**config.mk**
```make
export PLATFORM = sky130hd
export DESIGN_NAME = wos_window_ctrl
export DESIGN_NICKNAME = d
export VERILOG_FILES = /design/src/rtl/wos_window_ctrl_pkg.sv /design/src/rtl/wos_window_ctrl_rank_select.sv /design/src/rtl/wos_window_ctrl.sv
export SDC_FILE = /design/constraint.sdc
export NUM_CORES = 1
export LEC_CHECK = 0
export ABC_CLOCK_PERIOD_IN_PS = 3500
export BUFFER_PORTS_ARGS = -buffer_cell sky130_fd_sc_hd__buf_4
export CAP_MARGIN = 20
export CORE_MARGIN = 1
export CORE_UTILIZATION = 49
export DETAILED_ROUTE_END_ITERATION = 12
export GPL_TIMING_DRIVEN = 0
export HOLD_SLACK_MARGIN = 0.12
export PLACE_DENSITY = 0.88
export RECOVER_POWER = 50
export SYNTH_ARGS = -nofsm -noshare
export SYNTH_HDL_FRONTEND = slang
export SYNTH_HIERARCHICAL = 1
export SYNTH_SLANG_ARGS = --single-unit
```
**constraint.sdc**
```tcl
create_clock -name clk -period 3.5 [get_ports clk]
set_input_delay 0.175 -clock clk [delete_from_list [all_inputs] [get_ports clk]]
set_output_delay 0.175 -clock clk [all_outputs]
set_load 0.01 [all_outputs]
```
**src/rtl/wos_window_ctrl_pkg.sv**
```systemverilog
`default_nettype none
// ============================================================================
// Module  : wos_window_ctrl_pkg
// Brief   : FSM encoding and window/rank helpers for the weighted order
//           statistic window controller.
// Revision: 1.0 - initial release
// ============================================================================
package wos_window_ctrl_pkg;

    localparam int WOS_CW = 8;

    localparam logic [1:0] C_ST_CLEAR = 2'd0;
    localparam logic [1:0] C_ST_FILL  = 2'd1;
    localparam logic [1:0] C_ST_RUN   = 2'd2;

    // Only the run of ones starting at bit 0 widens the window.
    function automatic logic [WOS_CW-1:0] calc_w(input logic [31:0] k, input int kbits);
        logic              run;
        logic [WOS_CW-1:0] w;
        run = 1'b1;
        w   = WOS_CW'(3);
        for (int i = 0; i < 32; i++) begin
            if (i < kbits) begin
                run = run & k[i];
                if (run) w = w + WOS_CW'(2);
            end
        end
        return w;
    endfunction

    function automatic logic [WOS_CW-1:0] calc_r_eff(input logic [WOS_CW-1:0] rank,
                                                      input logic [WOS_CW-1:0] w);
        if (rank == '0)
            return WOS_CW'(1);
        else if (rank > w)
            return w;
        else
            return rank;
    endfunction

endpackage
`default_nettype wire

```
**src/rtl/wos_window_ctrl_rank_select.sv**
```systemverilog
`default_nettype none
// ============================================================================
// Module  : rank_select
// Brief   : Finds the lowest window slot whose rank equals the target rank.
// Revision: 1.0 - initial release
// ============================================================================
module rank_select
    import wos_window_ctrl_pkg::*;
#(
    parameter int N         = 7,
    parameter int RANK_BITS = $clog2(N) + 1,
    parameter int IDXW      = $clog2(N)
) (
    input  logic [RANK_BITS*N-1:0] ranks_in,
    input  logic [RANK_BITS-1:0]   r_eff,
    input  logic [WOS_CW-1:0]      w,
    output logic                   hit,
    output logic [IDXW-1:0]        idx
);

    // Descending scan so the lowest matching slot is the last one written.
    always_comb begin
        hit = 1'b0;
        idx = '0;
        for (int j = N - 1; j >= 0; j--) begin
            if ((WOS_CW'(j) < w) && (ranks_in[j*RANK_BITS +: RANK_BITS] == r_eff)) begin
                hit = 1'b1;
                idx = IDXW'(j);
            end
        end
    end

endmodule
`default_nettype wire

```
**src/rtl/wos_window_ctrl.sv**
```systemverilog
`default_nettype none
// ============================================================================
// Module  : wos_window_ctrl
// Brief   : Window register, fill/run FSM and output stage for a rank-order
//           filter whose rank datapath lives outside this block.
// Revision: 1.0 - initial release
// ============================================================================
module wos_window_ctrl
    import wos_window_ctrl_pkg::*;
#(
    parameter int DATA_BITS = 8,
    parameter int N         = 7,
    parameter int RANK_BITS = $clog2(N) + 1
) (
    input  logic                        clk,
    input  logic                        rst,
    input  logic                        cfg_load,
    input  logic [(N-3)/2-1:0]          cfg_k,
    input  logic [RANK_BITS-1:0]        cfg_rank,
    input  logic                        in_valid,
    output logic                        in_ready,
    input  logic [DATA_BITS-1:0]        in_data,
    output logic                        out_valid,
    input  logic                        out_ready,
    output logic [DATA_BITS-1:0]        out_data,
    output logic                        dp_shift,
    output logic                        dp_clr_n,
    output logic [(N-3)/2-1:0]          dp_k,
    output logic [DATA_BITS-1:0]        dp_i_new,
    output logic [DATA_BITS*(N-1)-1:0]  dp_s,
    input  logic [RANK_BITS*N-1:0]      ranks_in
);

    localparam int KB   = (N - 3) / 2;
    localparam int IDXW = $clog2(N);

    logic [1:0]                     state_q, state_d;
    logic [KB-1:0]                  k_q, k_d;
    logic [RANK_BITS-1:0]           rank_q, rank_d;
    logic [N-1:0][DATA_BITS-1:0]    win_q, win_d;
    logic [RANK_BITS-1:0]           fill_q, fill_d;
    logic                           pend_q, pend_d;
    logic                           ov_q, ov_d;
    logic [DATA_BITS-1:0]           od_q, od_d;

    logic                           w_run;
    logic [KB-1:0]                  w_k_eff;
    logic [WOS_CW-1:0]              w_w;
    logic [WOS_CW-1:0]              w_r_eff;
    logic                           w_hit;
    logic [IDXW-1:0]                w_idx;
    logic                           w_rdy_st;
    logic                           w_accept;

    always_comb begin
        w_run   = 1'b1;
        w_k_eff = '0;
        for (int i = 0; i < KB; i++) begin
            w_run      = w_run & k_q[i];
            w_k_eff[i] = w_run;
        end
    end

    assign w_w     = calc_w(32'(k_q), KB);
    assign w_r_eff = calc_r_eff(WOS_CW'(rank_q), w_w);

    rank_select #(
        .N         (N),
        .RANK_BITS (RANK_BITS),
        .IDXW      (IDXW)
    ) u_rank_select (
        .ranks_in (ranks_in),
        .r_eff    (RANK_BITS'(w_r_eff)),
        .w        (w_w),
        .hit      (w_hit),
        .idx      (w_idx)
    );

    always_comb begin
        case (state_q)
            C_ST_FILL: w_rdy_st = 1'b1;
            C_ST_RUN:  w_rdy_st = !((ov_q && !out_ready) || pend_q);
            default:   w_rdy_st = 1'b0;
        endcase
    end

    assign in_ready  = w_rdy_st && !cfg_load && !rst;
    assign w_accept  = in_valid && in_ready;
    assign dp_shift  = w_accept;
    assign dp_clr_n  = !(rst || (state_q == C_ST_CLEAR));
    assign dp_k      = w_k_eff;
    assign dp_i_new  = in_data;
    assign dp_s      = win_q[N-2:0];
    assign out_valid = ov_q;
    assign out_data  = od_q;

    always_comb begin
        state_d = state_q;
        k_d     = k_q;
        rank_d  = rank_q;
        win_d   = win_q;
        fill_d  = fill_q;
        pend_d  = 1'b0;
        ov_d    = ov_q;
        od_d    = od_q;

        if (ov_q && out_ready)
            ov_d = 1'b0;
        // A fresh result overrides the clear from a same-cycle transfer.
        if (pend_q) begin
            ov_d = 1'b1;
            od_d = w_hit ? win_q[w_idx] : win_q[0];
        end
        if (w_accept)
            win_d = {win_q[N-2:0], in_data};

        case (state_q)
            C_ST_CLEAR: begin
                fill_d  = '0;
                win_d   = '0;
                ov_d    = 1'b0;
                state_d = C_ST_FILL;
            end
            C_ST_FILL: begin
                if (w_accept) begin
                    fill_d = fill_q + RANK_BITS'(1);
                    if (WOS_CW'(fill_q) == (w_w - WOS_CW'(2)))
                        state_d = C_ST_RUN;
                end
            end
            C_ST_RUN: begin
                if (w_accept)
                    pend_d = 1'b1;
            end
            default: state_d = C_ST_CLEAR;
        endcase

        if (cfg_load) begin
            k_d     = cfg_k;
            rank_d  = cfg_rank;
            state_d = C_ST_CLEAR;
            pend_d  = 1'b0;
            ov_d    = 1'b0;
        end
    end

    always_ff @(posedge clk) begin
        if (rst) begin
            state_q <= C_ST_CLEAR;
            k_q     <= '0;
            rank_q  <= RANK_BITS'(2);
            win_q   <= '0;
            fill_q  <= '0;
            pend_q  <= 1'b0;
            ov_q    <= 1'b0;
            od_q    <= '0;
        end else begin
            state_q <= state_d;
            k_q     <= k_d;
            rank_q  <= rank_d;
            win_q   <= win_d;
            fill_q  <= fill_d;
            pend_q  <= pend_d;
            ov_q    <= ov_d;
            od_q    <= od_d;
        end
    end

endmodule
`default_nettype wire

```
==> results.cfg, run 1 <==
[timing]
relSlewSlack = 0.5101
fmax_mhz = 275.3
finalCritPeriodShare = 1.038
setup_viol = 8
rsz0062_at_grt = yes
worst_pin_slew_ns = 0.7349
fin_setup_tns_ns = -0.7023
hold_violations = 0
fin_skew_ns = 0.01563
finalMaxSlewViolations = 0
setup_ws_ns = -0.1330
fin_crit_ns = 3.633

[yosys]
avgSynthCellArea_um2 = 8.197
netlist_instances = 579
yosysSeqAreaShare = 0.3290
synth_area_um2 = 4746
ys_warn_count = 6
yosysUniqueCellTypes = 59
async_flop_share = 0
yosys_most_used_dff = dfxtp_1
synth-edff-count = 0
ys_ff_latch = 78

[placement]
port_buffers = 115
routabilityCongestion = 0.8894
place_area_um2 = 5801
dp_cells = 831
dp_hpwl_mm = 10.20

[global_route]
grt_max_degree = 15
antenna_found_initial = 0
first_global_vias = 4697
grt_pass1_wl_mm = 22.49
track_usage = 0.2815
grt-ovfl-total = 0

[floorplan]
io_pins = 117
rows = 35
fp.dieW_um = 100.4
start_util = 0.5088
design.die.area_um2 = 10080
core_area_um2 = 9328
die_y_um = 100.4

[setup_path]
r2r_setup_slack_ns = -0.13
critical_path.top_delay_family = compound AO/OA/AOI/OAI gates
startpoint_type = flop
critical_path_class = reg2reg
cp.arrival_ns = 3.88
path_max_fanout = 8
slowest_delay_ns = 0.38
crit_required_ns = 3.75
rr_worst_depth = 18
crit_chain = inv_2, ha_4, o211ai_1, a32oi_2, o211ai_1, buf_6, xor2_2, nor4_4, buf_4, a211oi_2, nor2_1, o31ai_1, buf_4, nand2b_4, buf_6, a2bb2oi_1, o22ai_1, a2111oi_2
crit_buf_inv = 5
crit_cells = 18
cp-end-kind = flop
critPathSlowestCell = dfxtp_4

[route]
wl_per_cell_um = 19.23
drtPass1Iterations = 6
via_per_inst = 6.195
wirelength_mm = 16.90
vias = 5445
drtIter0Drc = 754
remaining_drc_errors = 0
drtAntennaViolNets = 0

[job]
cap_violations = 0

[power_and_ir_drop]
peakVddDrop_mv = 0.2481
p_per_area_nw_per_um2 = 359.2
p_leak_nw = 2.587
p_total_mw = 2.430

[clock_tree]
path_clk_slew_ns = 0.09
cts_buffers = 9
cts_root_buf = clkbuf_8
cts_tree = built
clk_latency_ns = 0.37
cts_num_sinks = 78
cts_max_path_buffers = 2
cts.htree.levels = 3

[layout]
final_cell_count_no_fill = 879
diodes = 0
fillCellCount = 605
design_area_um2 = 6764
post_route_cells_drive_above_1_share = 0.3867
fin_nets = 798
syn_to_final_growth_pct = 42.53

[worst_hold_path]
hold_path.class = in2reg
hold_depth = 2

[status]
violations = negative setup slack
status = finished, violations left
## area by class of cell
| type | instances | area [µm²] | share of cell area |
|---|---|---|---|
| repair buffers | 147 | 1144 | 0.1691 |
| multi-input cells | 397 | 2948 | 0.4358 |
| well taps | 129 | 161.4 | 0.02386 |
| clock buffers | 10 | 137.6 | 0.02035 |
| flip-flops and latches | 78 | 1567 | 0.2316 |
| plain buffers | 106 | 716.9 | 0.1060 |
| clock inverters | 6 | 67.56 | 0.009989 |
| inverters | 6 | 22.52 | 0.003330 |
## worst paths after layout
check | start | endpoint
max | k_q[0]$_SDFFE_PP0P_ | out_data[5]$_SDFFE_PP0P_
max reg2reg | k_q[0]$_SDFFE_PP0P_ | out_data[5]$_SDFFE_PP0P_
min | cfg_load | out_valid$_SDFFE_PP0P_
min reg2reg | win_q[53]$_SDFFE_PN0P_ | win_q[53]$_SDFFE_PN0P_
## registers in the layout, indices dropped and copies added, names as in the netlist
signal,flops
out_data,8
dp_s,48
fill_q,4
rank_q,4
pend_q,1
state_q,2
out_valid,1
k_q,2
win_q,8
## through the flow
step                hold slack, ns  setup WS [ns]  utilization
floorplan                   0.2974         0.1697            -
global placement            0.3837        -0.3516       0.6219
detailed placement          0.3886        -0.5593       0.6219
CTS                         0.1350       0.001328       0.6742
global route                0.1338        -0.4101       0.7252
finish                      0.1305        -0.1330       0.7252
## layout by cell type (no fill, tap or decap), types with 6 or more instances in the layout
master	n
clkbuf_1	33
buf_6	6
clkbuf_8	10
a2111oi_2	7
nand2_1	9
o21ai_0	56
nand3_1	61
dfxtp_1	76
nor2_1	28
xnor2_1	18
buf_2	8
mux2i_1	20
a2bb2oi_2	6
buf_4	147
clkbuf_4	38
nor2b_1	9
a21oi_1	64
dlygate4sd3_1	14
conb_1	10
a2111oi_4	10
## worst reg2reg max path, delay by kind of cell, from the launching register on
kind,cells,cell delay (ns)
compound gates,8,1.69
xor+xnor,1,0.17
fa+ha+maj,1,0.28
buf+inv,5,0.72
flops,1,0.38
simple gates,3,0.27
## synth_stat cells, types with 2 or more instances
master / count / share of area
and2_1: 2 / 0.0026
o21ai_1: 4 / 0.0042
buf_2: 7 / 0.0074
a21oi_1: 65 / 0.069
o21ai_0: 56 / 0.059
inv_1: 5 / 0.0040
clkbuf_2: 4 / 0.0042
a2111oi_0: 9 / 0.017
a2bb2oi_1: 9 / 0.017
nor3_1: 6 / 0.0063
nand3b_1: 2 / 0.0032
a31oi_1: 2 / 0.0026
a2111oi_2: 4 / 0.013
buf_6: 5 / 0.012
clkbuf_1: 23 / 0.018
nor2_1: 34 / 0.027
o22ai_1: 8 / 0.011
o211ai_1: 3 / 0.0047
nand3_1: 62 / 0.065
a32oi_1: 2 / 0.0037
xnor2_1: 20 / 0.037
buf_4: 65 / 0.10
nand2b_1: 4 / 0.0053
dfxtp_1: 78 / 0.33
mux2i_1: 24 / 0.051
a2111oi_1: 5 / 0.011
nor2b_1: 11 / 0.015
nand4_1: 5 / 0.0066
nand2_1: 10 / 0.0079
conb_1: 2 / 0.0016
and3_1: 3 / 0.0040
xor2_1: 8 / 0.015
ha_1: 6 / 0.016
## power breakdown
group          total [mW]  switching, mW  internal [mW]
clock               0.728          0.375          0.353
combinational       0.801          0.426          0.374
sequential          0.901        0.00886          0.892
total                2.43          0.810           1.62
## logic make-up after synthesis
group	after synthesis	synth area share
other	2	0.001582
buffers and inverters	112	0.1532
flip-flops	78	0.3290
multiplexers	24	0.05062
AO/OA/AOI/OAI	178	0.2296
AND/OR/NAND/NOR	151	0.1685
XOR/XNOR	28	0.05168
adder cells (fa/ha/maj)	6	0.01582
## routing by layer
layer / part of all wire / vias up / global-route usage
met5: 0 / - / 0
met4: 0.061 / 0 / 0.1405
met3: 0.10 / 115 / 0.05014
met2: 0.48 / 445 / 0.4663
met1: 0.36 / 2542 / 0.3517
li1: - / 2343 / -
## repair_timing
action	CTS	global route
pin swaps	7	38
setup buffers	4	13
gates cloned	0	1
hold buffers	14	0
endpoints found under the hold margin	14	0
resized for setup	29	58
setup endpoints to repair	8	8
Note: power is estimated with default switching activity, not from simulation.
==> run 2: changes to the inputs <==
- CAP_MARGIN: 20 -> default
- SKIP_LAST_GASP: default -> 1
==> run 2 against run 1 <==
The flow still finishes with violations (negative setup slack). Global-route usage is the same. Flip-flop and latch count is the same. Final cell count is the same. Clock power is essentially flat. Maximum frequency shrank 0.33%.
==> results.cfg, run 2 (synthesis results as in run 1) <==
[power_and_ir_drop]
p_per_area_nw_per_um2 = 358.5
p_total_mw = 2.424
peakVddDrop_mv = 0.2429
p_leak_nw = 2.590

[floorplan]
start_util = 0.5088
core_area_um2 = 9328
io_pins = 117
die_y_um = 100.4
design.die.area_um2 = 10080
rows = 35
fp.dieW_um = 100.4

[route]
drtAntennaViolNets = 0
drtPass1Iterations = 7
remaining_drc_errors = 0
wirelength_mm = 16.77
wl_per_cell_um = 19.08
via_per_inst = 6.111
drtIter0Drc = 713
vias = 5372

[setup_path]
crit_required_ns = 3.74
crit_chain = inv_2, ha_4, o211ai_1, a32oi_2, o211ai_1, buf_6, xnor2_1, nand4_1, nand2_2, a2111oi_4, a21boi_4, nand2b_1, buf_2, o22ai_1, a2111oi_2
crit_top_cell = o211ai_1
cp-end-kind = flop
cp.arrival_ns = 3.88
startpoint_type = flop
slowest_delay_ns = 0.42
path_max_fanout = 8
critical_path_class = reg2reg
critPathSlowestCell = a2111oi_4

[timing]
setup_viol = 8
timing.hold.ws_ns = 0.1353
fin_skew_ns = 0.01607
finalMaxSlewViolations = 0
finalCritPeriodShare = 1.041
setup_ws_ns = -0.1451
worst_pin_slew_ns = 0.7306
relSlewSlack = 0.5129
rsz0062_at_grt = yes
fin_setup_tns_ns = -0.6272
hold_violations = 0
fin_crit_ns = 3.645
fmax_mhz = 274.3

[global_route]
track_usage = 0.2815
grt-ovfl-total = 0
grt_pass1_wl_mm = 22.49
grt_max_degree = 15
first_global_vias = 4697
antenna_found_initial = 0

[clock_tree]
cts_max_path_buffers = 2
clk_latency_ns = 0.36
cts_root_buf = clkbuf_8
cts_num_sinks = 78
path_clk_slew_ns = 0.09
cts_buffers = 9
cts.htree.levels = 3
cts_tree = built

[placement]
routabilityCongestion = 0.8894
dp_hpwl_mm = 10.20
dp_cells = 831
port_buffers = 115

[layout]
diodes = 0
seqCellArea_um2 = 1567
fin_nets = 798
largest_reg_flops = 48
final_cell_mix = 154 x buf_4, 76 x dfxtp_1, 64 x a21oi_1
post_route_cells_drive_above_1_share = 0.3867
multiInputGateArea_um2 = 2948
syn_to_final_growth_pct = 42.47
fin_util = 0.7249
layout_commonest_cell = buf_4
final_cell_count_no_fill = 879
fillCellCount = 608

[worst_hold_path]
hold_path.class = in2reg

[status]
status = finished, violations left
violations = negative setup slack

[job]
cap_violations = 0
-- run 2: power breakdown --
part           switching, mW  internal (mW)  total (mW)  leakage [nW]
registers            0.00916          0.892       0.901         0.630
clock network          0.375          0.353       0.728        0.0993
logic                  0.422          0.372       0.794          1.86
-- run 2: path summary, 6_finish.rpt --
kind,slack [ns],depth (start not counted),start,end
worst max-delay path,-0.15,15,k_q[0]$_SDFFE_PP0P_,out_data[6]$_SDFFE_PP0P_
worst min-delay path,0.14,2,cfg_load,out_valid$_SDFFE_PP0P_
worst max register to register,-0.15,15,k_q[0]$_SDFFE_PP0P_,out_data[6]$_SDFFE_PP0P_
worst min register to register,0.50,2,win_q[53]$_SDFFE_PN0P_,win_q[53]$_SDFFE_PN0P_
-- run 2: timing repair --
item / 4_1_cts / 5_1_grt
setup endpoints to repair: 8 / 8
pin swaps: 7 / 38
gates cloned: 0 / 1
hold buffers: 14 / 0
endpoints found under the hold margin: 14 / 0
buffers inserted: 4 / 13
gates resized for setup: 29 / 57
-- run 2: stage by stage --
stage | area [µm²] | setup WS, ns
floorplan | 4776 | 0.1697
global placement | 5801 | -0.3516
detailed placement | 5801 | -0.5593
CTS | 6289 | 0.001328
global route | 6761 | -0.2630
finish | 6761 | -0.1451
-- run 2: routing by layer --
metal	up-vias	part of all wire	global-route usage
met5	-	0	0
met4	0	0.054	0.1405
met3	106	0.085	0.05014
met2	401	0.48	0.4663
met1	2517	0.38	0.3517
li1	2348	-	-
-- run 2: cell type report --
class                      count  area share
multi-input combinational    397      0.4360
sequential                    78      0.2317
timing repair buffer         147      0.1691
buffer                       106      0.1057
tap                          129     0.02387
clock buffer                  10     0.02036
clock inverter                 6    0.009993
inverter                       6    0.003331
-- run 2: critical path: cells and delay by family (launching register included) --
kind            cells  cell delay [ns]
fa+ha+maj           1             0.28
buf+inv             3             0.47
xor+xnor            1             0.14
flops               1             0.39
compound gates      7             1.82
simple gates        3             0.44
==> run 3: changes to the inputs <==
- RECOVER_POWER: 50 -> default
==> run 3 against run 2 <==
The run still ends with negative setup slack left. Maximum frequency shrank 0.81%. Non-clock buffer count stayed put. Die area unchanged. Flip-flop and latch count stayed put. Sequential share of layout area fell by 0.13 points. Final cell count unchanged. Critical endpoint unchanged.
==> results.cfg, run 3 (synthesis results as in run 1) <==
[status]
status = finished, violations left
violations = negative setup slack

[layout]
largest_reg_flops = 48
design_area_um2 = 6799
fillCellCount = 595
post_route_cells_drive_above_1_share = 0.4000
diodes = 0
syn_to_final_growth_pct = 43.26
fin_util = 0.7289
final_cell_mix = 194 x buf_4, 76 x dfxtp_1, 64 x a21oi_1
fin_nets = 798
layout_commonest_cell = buf_4
final_cell_count_no_fill = 879

[route]
drtPass1Iterations = 5
vias = 5348
wirelength_mm = 16.80
remaining_drc_errors = 0
drtAntennaViolNets = 0
wl_per_cell_um = 19.11
via_per_inst = 6.084
drtIter0Drc = 716

[placement]
pre_cts_slack_ns = -0.5593
place_area_um2 = 5801
routabilityCongestion = 0.8894
dp_cells = 831
dp_hpwl_mm = 10.20
port_buffers = 115

[timing]
hold_violations = 0
rsz0062_at_grt = yes
setup_ws_ns = -0.1748
finalCritPeriodShare = 1.050
fin_setup_tns_ns = -0.7166
worst_pin_slew_ns = 0.7408
setup_viol = 8
finalMaxSlewViolations = 0
fmax_mhz = 272.1
timing.hold.ws_ns = 0.1358
relSlewSlack = 0.5062
fin_skew_ns = 0.01503
fin_crit_ns = 3.675

[power_and_ir_drop]
p_per_area_nw_per_um2 = 356.6
p_total_mw = 2.425
p_leak_nw = 2.649
peakVddDrop_mv = 0.2435

[clock_tree]
cts_tree = built
cts_num_sinks = 78
cts.htree.levels = 3
cts_root_buf = clkbuf_8
cts_buffers = 9
clk_latency_ns = 0.36
path_clk_slew_ns = 0.09
cts_max_path_buffers = 2

[setup_path]
rr_worst_depth = 15
startpoint_type = flop
rr_startpoint = k_q[0]$_SDFFE_PP0P_
path_max_fanout = 8
cp.arrival_ns = 3.91
reg2reg_to = out_data[6]$_SDFFE_PP0P_
critical_path_class = reg2reg
r2r_setup_slack_ns = -0.17
crit_required_ns = 3.74
cp-end-kind = flop

[worst_hold_path]
hold_depth = 2
hold_path.class = in2reg
holdPathEnd = out_valid$_SDFFE_PP0P_
hold_start = cfg_load

[global_route]
first_global_vias = 4697
grt-ovfl-total = 0
grt_pass1_wl_mm = 22.49
track_usage = 0.2815
grt_max_degree = 15
antenna_found_initial = 0

[job]
cap_violations = 0

[floorplan]
core_area_um2 = 9328
die_y_um = 100.4
fp.dieW_um = 100.4
start_util = 0.5088
rows = 35
io_pins = 117
design.die.area_um2 = 10080
## run 3: worst max-delay path by stage
stage,start,end
after floorplan,k_q[0]$_SDFFE_PP0P_,out_data[5]$_SDFFE_PP0P_
after global placement,k_q[0]$_SDFFE_PP0P_,out_data[6]$_SDFFE_PP0P_
after detailed placement,k_q[0]$_SDFFE_PP0P_,out_data[6]$_SDFFE_PP0P_
after CTS,k_q[0]$_SDFFE_PP0P_,out_data[6]$_SDFFE_PP0P_
after global routing,k_q[0]$_SDFFE_PP0P_,out_data[5]$_SDFFE_PP0P_
final,k_q[0]$_SDFFE_PP0P_,out_data[6]$_SDFFE_PP0P_
## run 3: final cells by class
type	instances	area (µm²)	area share
Multi-Input combinational cell	397	2948	0.4336
Inverter	6	22.52	0.003312
Clock inverter	6	67.56	0.009937
Buffer	106	714.4	0.1051
Tap cell	129	161.4	0.02374
Sequential cell	78	1567	0.2304
Clock buffer	10	137.6	0.02024
Timing Repair Buffer	147	1181	0.1737
## run 3: repair_timing
item                                    4_1_cts  5_1_grt
hold endpoints to repair                     14        0
setup buffers                                 4       13
resized for setup                            29       57
cloned                                        0        1
hold buffers                                 14        0
endpoints found under the setup margin        8        8
pin swaps                                     7       38
## run 3: report_power, final
part           internal (mW)  total (mW)  switching, mW
logic                  0.372       0.797          0.425
registers              0.892       0.901        0.00923
clock network          0.353       0.726          0.373
## run 3: worst max-delay path, cell delays in order (launching register included)
cell and delay (ns):
dfxtp_4 0.39, inv_2 0.05, ha_4 0.28, o211ai_1 0.13, a32oi_2 0.23, o211ai_1 0.16, buf_6 0.18, xnor2_1 0.14
nand4_1 0.16, nand2_2 0.12, a2111oi_4 0.42, a21boi_4 0.31, nand2b_1 0.17, buf_2 0.25, o22ai_1 0.15, a2111oi_2 0.41
## run 3: routing by layer
metal,track usage,vias up,part of all wire
met3,0.05014,89,0.089
met2,0.4663,371,0.48
met4,0.1405,0,0.052
met5,0,-,0
li1,-,2344,-
met1,0.3517,2544,0.38
